==> config.mk <==
export PLATFORM = sky130hd
export DESIGN_NAME = wb_return_buf_flat
export DESIGN_NICKNAME = d
export VERILOG_FILES = /design/src/rtl/wb_return_buf_pkg.sv /design/src/rtl/wb_return_buf_if.sv /design/src/rtl/wb_return_buf_entry.sv /design/src/rtl/wb_return_buf.sv /design/src/flat_wrapper.sv
export SDC_FILE = /design/constraint.sdc
export NUM_CORES = 1
export LEC_CHECK = 0
export ABC_AREA = 1
export ABC_CLOCK_PERIOD_IN_PS = 14600
export BUFFER_PORTS_ARGS = -buffer_cell sky130_fd_sc_hd__buf_4
export CORE_ASPECT_RATIO = 0.7
export CORE_UTILIZATION = 39
export DETAILED_ROUTE_END_ITERATION = 6
export MAX_ROUTING_LAYER = met4
export PLACE_DENSITY_LB_ADDON = 0.05
export SLEW_MARGIN = 20
export SYNTH_ARGS = -nofsm -noshare
export SYNTH_HDL_FRONTEND = slang
export SYNTH_SLANG_ARGS = --single-unit
==> constraint.sdc <==
create_clock -name clk -period 14.6 [get_ports clk]
set_input_delay 0.73 -clock clk [delete_from_list [all_inputs] [get_ports clk]]
set_output_delay 0.73 -clock clk [all_outputs]
set_load 0.03 [all_outputs]
==> src/rtl/wb_return_buf_pkg.sv <==
// rtl/wb_return_buf_pkg.sv - shared width and state encodings for the writeback return buffer
`ifndef WIDTH
`define WIDTH 32
`endif

package wb_return_buf_pkg;

    localparam int WRB_WIDTH  = `WIDTH;
    localparam int WRB_REG_AW = 5;

    typedef enum logic [1:0] {
        WRB_EMPTY = 2'd0,
        WRB_ONE   = 2'd1,
        WRB_TWO   = 2'd2
    } wrb_state_e;

endpackage

==> src/rtl/wb_return_buf_if.sv <==
// rtl/wb_return_buf_if.sv - MEM-side result stream and register-file writeback handshake
interface wb_return_buf_if
    import wb_return_buf_pkg::*;
#(
    parameter int DATA_W = WRB_WIDTH,
    parameter int REG_AW = WRB_REG_AW
);
    logic              in_valid;
    logic              in_ready;
    logic [DATA_W-1:0] ir_in;
    logic [DATA_W-3:0] pc_in;
    logic [DATA_W-1:0] res_in;
    logic [REG_AW-1:0] rd_in;
    logic              we_in;

    logic              wb_valid;
    logic              wb_ready;
    logic [DATA_W-1:0] wb_ir;
    logic [DATA_W-3:0] wb_pc;
    logic [DATA_W-1:0] wb_data;
    logic [REG_AW-1:0] wb_rd;
    logic              wb_we;

    modport master (
        output in_valid, ir_in, pc_in, res_in, rd_in, we_in, wb_ready,
        input  in_ready, wb_valid, wb_ir, wb_pc, wb_data, wb_rd, wb_we
    );

    modport slave (
        input  in_valid, ir_in, pc_in, res_in, rd_in, we_in, wb_ready,
        output in_ready, wb_valid, wb_ir, wb_pc, wb_data, wb_rd, wb_we
    );
endinterface

==> src/rtl/wb_return_buf_entry.sv <==
// rtl/wb_return_buf_entry.sv - wrb_entry: one buffered result (ir, pc, data, rd, we) with load enable
module wrb_entry
    import wb_return_buf_pkg::*;
#(
    parameter int DATA_W = WRB_WIDTH,
    parameter int REG_AW = WRB_REG_AW
) (
    input  logic              clk,
    input  logic              rst,
    input  logic              i_load,
    input  logic [DATA_W-1:0] i_ir,
    input  logic [DATA_W-3:0] i_pc,
    input  logic [DATA_W-1:0] i_data,
    input  logic [REG_AW-1:0] i_rd,
    input  logic              i_we,
    output logic [DATA_W-1:0] o_ir,
    output logic [DATA_W-3:0] o_pc,
    output logic [DATA_W-1:0] o_data,
    output logic [REG_AW-1:0] o_rd,
    output logic              o_we
);
    logic [DATA_W-1:0] r_ir;
    logic [DATA_W-3:0] r_pc;
    logic [DATA_W-1:0] r_data;
    logic [REG_AW-1:0] r_rd;
    logic              r_we;

    always_ff @(posedge clk or posedge rst) begin
        if (rst) begin
            r_ir   <= '0;
            r_pc   <= '0;
            r_data <= '0;
            r_rd   <= '0;
            r_we   <= 1'b0;
        end else if (i_load) begin
            r_ir   <= i_ir;
            r_pc   <= i_pc;
            r_data <= i_data;
            r_rd   <= i_rd;
            r_we   <= i_we;
        end
    end

    assign o_ir   = r_ir;
    assign o_pc   = r_pc;
    assign o_data = r_data;
    assign o_rd   = r_rd;
    assign o_we   = r_we;
endmodule

==> src/rtl/wb_return_buf.sv <==
// rtl/wb_return_buf.sv - two-entry MEM->ID writeback skid buffer; WB_FWD_EN adds operand bypass
module wb_return_buf
    import wb_return_buf_pkg::*;
#(
    parameter int DATA_W = WRB_WIDTH,
    parameter int REG_AW = WRB_REG_AW
) (
    input  logic              clk,
    input  logic              rst,
    wb_return_buf_if.slave    bus,
    input  logic              flush,
    output logic [1:0]        occupancy
`ifdef WB_FWD_EN
    ,
    input  logic [REG_AW-1:0] fwd_rs1,
    input  logic [REG_AW-1:0] fwd_rs2,
    output logic              fwd_hit1,
    output logic              fwd_hit2,
    output logic [DATA_W-1:0] fwd_data1,
    output logic [DATA_W-1:0] fwd_data2
`endif
);
    wrb_state_e        r_state;
    wrb_state_e        w_next_state;
    logic              w_push;
    logic              w_pop;
    logic              w_load_head;
    logic              w_load_tail;
    logic              w_head_from_tail;

    logic [DATA_W-1:0] w_head_ir_d;
    logic [DATA_W-3:0] w_head_pc_d;
    logic [DATA_W-1:0] w_head_data_d;
    logic [REG_AW-1:0] w_head_rd_d;
    logic              w_head_we_d;

    logic [DATA_W-1:0] w_head_ir;
    logic [DATA_W-3:0] w_head_pc;
    logic [DATA_W-1:0] w_head_data;
    logic [REG_AW-1:0] w_head_rd;
    logic              w_head_we;

    logic [DATA_W-1:0] w_tail_ir;
    logic [DATA_W-3:0] w_tail_pc;
    logic [DATA_W-1:0] w_tail_data;
    logic [REG_AW-1:0] w_tail_rd;
    logic              w_tail_we;

    // Handshake outputs depend on registered state only, so wb_ready never reaches in_ready.
    assign bus.in_ready = (r_state != WRB_TWO);
    assign bus.wb_valid = (r_state != WRB_EMPTY);
    assign occupancy    = r_state;

    assign w_push = bus.in_valid & bus.in_ready;
    assign w_pop  = bus.wb_valid & bus.wb_ready;

    always_ff @(posedge clk or posedge rst) begin
        if (rst) begin
            r_state <= WRB_EMPTY;
        end else begin
            r_state <= w_next_state;
        end
    end

    always_comb begin
        w_next_state     = r_state;
        w_load_head      = 1'b0;
        w_load_tail      = 1'b0;
        w_head_from_tail = 1'b0;
        case (r_state)
            WRB_EMPTY: begin
                if (w_push) begin
                    w_next_state = WRB_ONE;
                    w_load_head  = 1'b1;
                end
            end
            WRB_ONE: begin
                if (w_push && w_pop) begin
                    w_load_head  = 1'b1;
                end else if (w_push) begin
                    w_next_state = WRB_TWO;
                    w_load_tail  = 1'b1;
                end else if (w_pop) begin
                    w_next_state = WRB_EMPTY;
                end
            end
            WRB_TWO: begin
                if (w_pop) begin
                    w_next_state     = WRB_ONE;
                    w_load_head      = 1'b1;
                    w_head_from_tail = 1'b1;
                end
            end
            default: begin
                w_next_state = WRB_EMPTY;
            end
        endcase
        // Flush wins over everything; the concurrent push never lands in storage.
        if (flush) begin
            w_next_state     = WRB_EMPTY;
            w_load_head      = 1'b0;
            w_load_tail      = 1'b0;
            w_head_from_tail = 1'b0;
        end
    end

    assign w_head_ir_d   = w_head_from_tail ? w_tail_ir   : bus.ir_in;
    assign w_head_pc_d   = w_head_from_tail ? w_tail_pc   : bus.pc_in;
    assign w_head_data_d = w_head_from_tail ? w_tail_data : bus.res_in;
    assign w_head_rd_d   = w_head_from_tail ? w_tail_rd   : bus.rd_in;
    assign w_head_we_d   = w_head_from_tail ? w_tail_we   : bus.we_in;

    wrb_entry #(.DATA_W(DATA_W), .REG_AW(REG_AW)) u_head (
        .clk    (clk),
        .rst    (rst),
        .i_load (w_load_head),
        .i_ir   (w_head_ir_d),
        .i_pc   (w_head_pc_d),
        .i_data (w_head_data_d),
        .i_rd   (w_head_rd_d),
        .i_we   (w_head_we_d),
        .o_ir   (w_head_ir),
        .o_pc   (w_head_pc),
        .o_data (w_head_data),
        .o_rd   (w_head_rd),
        .o_we   (w_head_we)
    );

    wrb_entry #(.DATA_W(DATA_W), .REG_AW(REG_AW)) u_tail (
        .clk    (clk),
        .rst    (rst),
        .i_load (w_load_tail),
        .i_ir   (bus.ir_in),
        .i_pc   (bus.pc_in),
        .i_data (bus.res_in),
        .i_rd   (bus.rd_in),
        .i_we   (bus.we_in),
        .o_ir   (w_tail_ir),
        .o_pc   (w_tail_pc),
        .o_data (w_tail_data),
        .o_rd   (w_tail_rd),
        .o_we   (w_tail_we)
    );

    assign bus.wb_ir   = w_head_ir;
    assign bus.wb_pc   = w_head_pc;
    assign bus.wb_data = w_head_data;
    assign bus.wb_rd   = w_head_rd;
    assign bus.wb_we   = w_head_we;

`ifdef WB_FWD_EN
    logic w_head_live;
    logic w_tail_live;
    logic w_h1, w_t1, w_h2, w_t2;

    assign w_head_live = (r_state != WRB_EMPTY) && w_head_we && (w_head_rd != '0);
    assign w_tail_live = (r_state == WRB_TWO)   && w_tail_we && (w_tail_rd != '0);

    assign w_h1 = w_head_live && (w_head_rd == fwd_rs1);
    assign w_t1 = w_tail_live && (w_tail_rd == fwd_rs1);
    assign w_h2 = w_head_live && (w_head_rd == fwd_rs2);
    assign w_t2 = w_tail_live && (w_tail_rd == fwd_rs2);

    // Tail is the younger result, so it shadows the head on a double match.
    assign fwd_hit1  = w_h1 | w_t1;
    assign fwd_hit2  = w_h2 | w_t2;
    assign fwd_data1 = w_t1 ? w_tail_data : (w_h1 ? w_head_data : '0);
    assign fwd_data2 = w_t2 ? w_tail_data : (w_h2 ? w_head_data : '0);
`endif
endmodule

==> src/flat_wrapper.sv <==
// flat-port wrapper written by rule: the top's interface ports become plain ports
module wb_return_buf_flat import wb_return_buf_pkg::*;
#(
    parameter int DATA_W = WRB_WIDTH,
    parameter int REG_AW = WRB_REG_AW
)
  (clk, rst, flush, occupancy, bus_in_valid, bus_ir_in, bus_pc_in, bus_res_in, bus_rd_in, bus_we_in, bus_wb_ready, bus_in_ready, bus_wb_valid, bus_wb_ir, bus_wb_pc, bus_wb_data, bus_wb_rd, bus_wb_we);
  wb_return_buf_if #(.DATA_W(DATA_W), .REG_AW(REG_AW)) bus_i ();
  input  logic clk;
  input  logic rst;
  input  logic flush;
  output logic [1:0] occupancy;
  input wire logic [$bits(bus_i.in_valid)-1:0] bus_in_valid;
  input wire logic [$bits(bus_i.ir_in)-1:0] bus_ir_in;
  input wire logic [$bits(bus_i.pc_in)-1:0] bus_pc_in;
  input wire logic [$bits(bus_i.res_in)-1:0] bus_res_in;
  input wire logic [$bits(bus_i.rd_in)-1:0] bus_rd_in;
  input wire logic [$bits(bus_i.we_in)-1:0] bus_we_in;
  input wire logic [$bits(bus_i.wb_ready)-1:0] bus_wb_ready;
  output wire logic [$bits(bus_i.in_ready)-1:0] bus_in_ready;
  output wire logic [$bits(bus_i.wb_valid)-1:0] bus_wb_valid;
  output wire logic [$bits(bus_i.wb_ir)-1:0] bus_wb_ir;
  output wire logic [$bits(bus_i.wb_pc)-1:0] bus_wb_pc;
  output wire logic [$bits(bus_i.wb_data)-1:0] bus_wb_data;
  output wire logic [$bits(bus_i.wb_rd)-1:0] bus_wb_rd;
  output wire logic [$bits(bus_i.wb_we)-1:0] bus_wb_we;
  assign bus_i.in_valid = bus_in_valid;
  assign bus_i.ir_in = bus_ir_in;
  assign bus_i.pc_in = bus_pc_in;
  assign bus_i.res_in = bus_res_in;
  assign bus_i.rd_in = bus_rd_in;
  assign bus_i.we_in = bus_we_in;
  assign bus_i.wb_ready = bus_wb_ready;
  assign bus_in_ready = bus_i.in_ready;
  assign bus_wb_valid = bus_i.wb_valid;
  assign bus_wb_ir = bus_i.wb_ir;
  assign bus_wb_pc = bus_i.wb_pc;
  assign bus_wb_data = bus_i.wb_data;
  assign bus_wb_rd = bus_i.wb_rd;
  assign bus_wb_we = bus_i.wb_we;
  wb_return_buf #(.DATA_W(DATA_W), .REG_AW(REG_AW)) u_core (.clk(clk), .rst(rst), .bus(bus_i), .flush(flush), .occupancy(occupancy));
endmodule
# Yosys cells after proc, flatten, opt, wreduce, memory -nomap -nowiden
# Cells that the tools add are included.
[op_classes]
bitwise_logic = 2
eq_ne = 7
n_reduce_logical = 4
n_mux = 22
[op_table]
columns = ["op", "count"]
rows = [
  ["$mux W32", 2],
  ["$mux W30", 1],
  ["$mux W2", 6],
  ["$mux W1", 10],
  ["$ne A3 B2 Y1 const B", 2],
  ["$pmux W2 S3", 1],
  ["$mux W5", 1],
  ["$ne A4 B2 Y1 const B", 1],
  ["$reduce_and A4 Y1", 1],
  ["$ne A3 B3 Y1 const B", 1],
  ["$pmux W1 S3", 1],
  ["$and A1 B1 Y1", 2],
  ["$eq A2 B1 Y1 const B", 1],
  ["$eq A2 B2 Y1 const B", 1],
  ["$logic_not A2 Y1", 1],
  ["$ne A2 B2 Y1 const B", 1],
  ["$reduce_bool A2 Y1", 1],
  ["$logic_and A1 B1 Y1", 1],
]
[totals]
register_bits = 202
output_inout_bits = 104
wordCells = 46
inputBits = 105

# Logic depth before layout (Yosys ltp)
[depth]
depth_word = 7
mapped_depth = 8
ltp_nobuf = 7

# Cells and area by module
# A second synthesis with hierarchy kept.
[unflattened]
cells_unflattened = 1195
area_unflattened_um2 = 9676.8
[modules_own_cells]
columns = ["mod", "n_inst", "area_per_inst_um2", "cells_each"]
rows = [
  ["wrb_entry", 2, 3806.2, 423],
  ["wb_return_buf", 1, 2064.5, 349],
]

# Least setup slack after synthesis
# OpenSTA, ideal clock, no wires.
[synth_path]
path_kind = "register -> output"
startpoint = "reg u_core.r_state[0], in the netlist u_core.occupancy[0]"
endpoint = "out bus_wb_valid"
stages_incl_launch_ff = 2
t_arrival_ps = 934
path_slack_ps = 12936
t_required_ps = 13870
path_cell_list = "dfrtp_1 or2_1"
[synth_via]
elab_chain_len = 1
[synth_lines]
columns = ["element", "line_no", "source"]
rows = [
  ["from (decl)", "wb_return_buf.sv:23", "wrb_state_e r_state;"],
  ["from (signal assigned)", "wb_return_buf.sv:61", "r_state <= w_next_state;"],
  ["$reduce_bool A2 Y1", "wb_return_buf.sv:51", "assign bus.wb_valid = (r_state != WRB_EMPTY);"],
  ["to (decl)", "flat_wrapper.sv:21", "output wire logic [$bits(bus_i.wb_valid)-1:0] bus_wb_valid;"],
]
# Every way passes these cells.

# Final worst setup path
[layout_path]
startpoint = "reg u_core.r_state[0], in the netlist u_core.occupancy[0]"
endpoint = "reg u_core.u_head.r_pc[12], in the netlist u_core.u_head.o_pc[12]"
[layout_via]
elab_chain_len = 6
[layout_lines]
columns = ["element", "line_no", "source"]
rows = [
  ["$ne A2 B2 Y1 / $reduce_bool A2 Y1 (equally long branches)", "wb_return_buf.sv:50, wb_return_buf.sv:51", ""],
  ["$and A1 B1 Y1, on equally long branches", "wb_return_buf.sv:54, wb_return_buf.sv:55", ""],
  ["$logic_and A1 B1 Y1 / $mux W1 (equally long branches)", "wb_return_buf.sv:78, wb_return_buf.sv:88", ""],
  ["$mux W1, on equally long branches", "wb_return_buf.sv:78, wb_return_buf.sv:70", ""],
  ["$pmux W1 S3 / $mux W1 (equally long branches)", "wb_return_buf.sv:70, wb_return_buf.sv:99", ""],
  ["$mux W1 / $mux W30 (equally long branches)", "wb_return_buf.sv:99, wb_return_buf.sv:108", ""],
  ["to (signal assigned)", "wb_return_buf_entry.sv:37", "r_pc <= i_pc;"],
  ["to (decl)", "wb_return_buf_entry.sv:23", "logic [DATA_W-3:0] r_pc;"],
]
# Parallel ways exist; a longest one is shown, timed or not.
# A chain may end at the register's enable or synchronous reset.

==> impl_metrics.yaml <==
global_routing:
  overflow: 0
  grt_use_total_pct: 19.6
  grt_pass1_vias: 6743
  antenna_found_initial: 0
  grt_pass1_wl_um: 35700
  grt_max_degree: 202
setup_path:
  start_kind: "flip-flop"
  crit_type: "reg2reg"
  r2r-start: "u_core.occupancy[0]"
  crit_fanout: 78
  r2r_slack_ns: 11.64
  cp.arrival_ns: 3.38
  critPathCaptureType: "flip-flop"
  worstSetupStartpoint: "u_core.occupancy[0]"
  critPathRequiredTime_ns: 15.02
routing:
  routed-via-count: 7229
  dr.pass1.iters: 4
  drtAntennaViolNets: 0
  dr.first_iter.drc_count: 516
  wl_um: 21700
  wl_per_cell_um: 13.7
  drcViolationCount: 0
  vias_per_cell: 4.57
logic_synthesis:
  synth.distinct_cells: 15
  avgSynthCellArea_um2: 8.18
  synth.ff_latch_count: 202
  ys_seq_area_share_pct: 56.6
  synth.top_cell.area_share_pct: 56.6
  syn_inst: 1092
  synthTopCellsByArea: "dfrtp_1 57%, nand2_1 17%, a21oi_1 5.6%"
  yosysTopAreaCell: "dfrtp_1"
  syn-num-nets: 1197
  syn-cell-area_um2: 8930
  yosysWarnings: 0
clock_tree:
  clock_sinks: 202
  cts_tree: "built"
  path_clk_slew_ns: 0.06
  cts_buffer_depth: 3
  htree_num_levels: 1
  cts_buffers: 22
  cts_setup_buffers: 0
  cts_resized: 0
  cts_hold_buf: 0
  clkLatencyLatePin_ns: 0.49
  cts-root-buf: "clkbuf_16"
sta:
  slew_viol_final: 0
  rsz0062_at_grt: "false"
  hold_violations: 0
  setup_viol: 0
  fin_crit_ns: 2.96
  tightestPinTransition_ns: 0.924
  setup-tns-final_ns: 0
  slew_headroom_pct: 38.4
  clock.fmax_mhz: 338
  whs_ns: 0.451
  fin_skew_ns: 0.0119
  fin_crit_sh_pct: 20.3
die:
  die-area_um2: 23500
  die_h_um: 129
  coreArea_um2: 22100
  rows: 45
  num_io_pins: 209
  initial_utilization_pct: 40.5
  die_w_um: 183
status:
  outcome: "finished clean"
cells_and_area:
  stdcell_count: 1583
  area_growth_syn_to_layout_pct: 24.9
  final_nets: 1370
  drive_gt1_share_pct: 19.8
  finalCoreUtilization_pct: 50.6
  diodes: 0
power:
  total_power_mw: 1.85
  powerDensity_nw_per_um2: 165
  ir_drop_v: 0.0000917
  leakagePower_nw: 6.28
place:
  io_buffers: 208
  place_inst: 1546
  dpl.hpwl_um: 13200
  place_congestion: 0.792
run:
  cap_violations: 0
hold_path:
  hp-class: "in2async"
## path summary, 6_finish.rpt
kind,end,cells after the start
worst max-delay path,u_core.u_head.o_pc[12],8
max in group asynchronous,u_core.u_tail.o_data[20],3
worst min-delay path,u_core.u_head.o_data[18],2
worst max register to register,u_core.u_head.o_pc[12],8
worst min register to register,u_core.u_head.o_ir[26],2
min in group clk,u_core.u_head.o_ir[26],2
## cell families (layout without fill, tap and decap cells)
kind of cell	count (synthesis)	count (layout)	synth area share, %
flops	202	202	56.6
simple gates	521	521	22.1
buf+inv	169	355	10.1
compound gates	200	200	11.2
## sequential cells by signal, indices dropped and copies added, names as in the netlist
signal,flops
u_core.u_tail.o_ir,32
u_core.u_head.o_rd,5
u_core.u_tail.o_data,32
u_core.u_tail.o_we,1
u_core.u_head.o_ir,32
u_core.u_head.o_data,32
u_core.u_head.o_we,1
u_core.u_tail.o_pc,30
u_core.occupancy,2
u_core.u_head.o_pc,30
u_core.u_tail.o_rd,5
## synthesized netlist by cell type, drive strengths merged
cell / instances
a21oi: 100
buf: 64
clkbuf: 1
dfrtp: 202
inv: 104
nand2: 411
nand3: 4
nand4: 3
nor2: 102
o21ai: 100
or2: 1
## through the flow
step / cell area [um2] / setup slack (ns)
floorplan: 8930 / 8.36
global placement: 10500 / 11.39
detailed placement: 10500 / 11.34
CTS: 11200 / 11.61
global route: 11200 / 11.27
finish: 11200 / 11.64
## worst max-delay path: stages, from the launching register on
cell	delay (ns)
dfrtp_1	0.49
nor2_2	0.12
nand3_4	0.39
buf_4	0.70
buf_4	0.76
nand2_1	0.10
o21ai_1	0.12
nand2_1	0.07
nand2_1	0.07
## placed cells by master (no fill, tap or decap)
cell type / netlist / layout
dfrtp_1: 202 / 202
nand3_4: 0 / 1
or2_1: 1 / 1
a21oi_1: 100 / 100
nor2_1: 100 / 100
clkinv_2: 0 / 3
nor2_2: 2 / 2
nand3_1: 4 / 3
inv_8: 0 / 1
buf_12: 0 / 1
buf_4: 3 / 213
clkbuf_16: 0 / 23
o21ai_1: 100 / 100
nand2_1: 411 / 410
clkbuf_1: 1 / 4
inv_1: 103 / 102
clkbuf_8: 0 / 8
nand2_4: 0 / 1
nand4_1: 3 / 3
## power breakdown
group | total (mW) | internal (mW) | switching, mW | leakage, nW
clock | 0.543 | 0.326 | 0.217 | 0.353
combinational | 0.510 | 0.185 | 0.325 | 3.60
sequential | 0.794 | 0.725 | 0.0687 | 2.32
total | 1.85 | 1.24 | 0.611 | 6.28
## final cells by class
| class | count | area [um2] |
|---|---|---|
| Sequential cell | 202 | 5050 |
| Fill cell | 2218 | 10900 |
| Clock inverter | 2 | 10.0 |
| Inverter | 104 | 399 |
| Timing Repair Buffer | 214 | 1620 |
| Multi-Input combinational cell | 721 | 3000 |
| Tap cell | 305 | 382 |
| Clock buffer | 35 | 701 |
## layer usage
layer / wire length (um) / global-route usage (%)
met1: 11300 / 29.5
met2: 8830 / 27.5
met3: 1280 / 3.57
met4: 310 / 3.58
met5: 0 / -
Power figures use the tool's default switching activity.
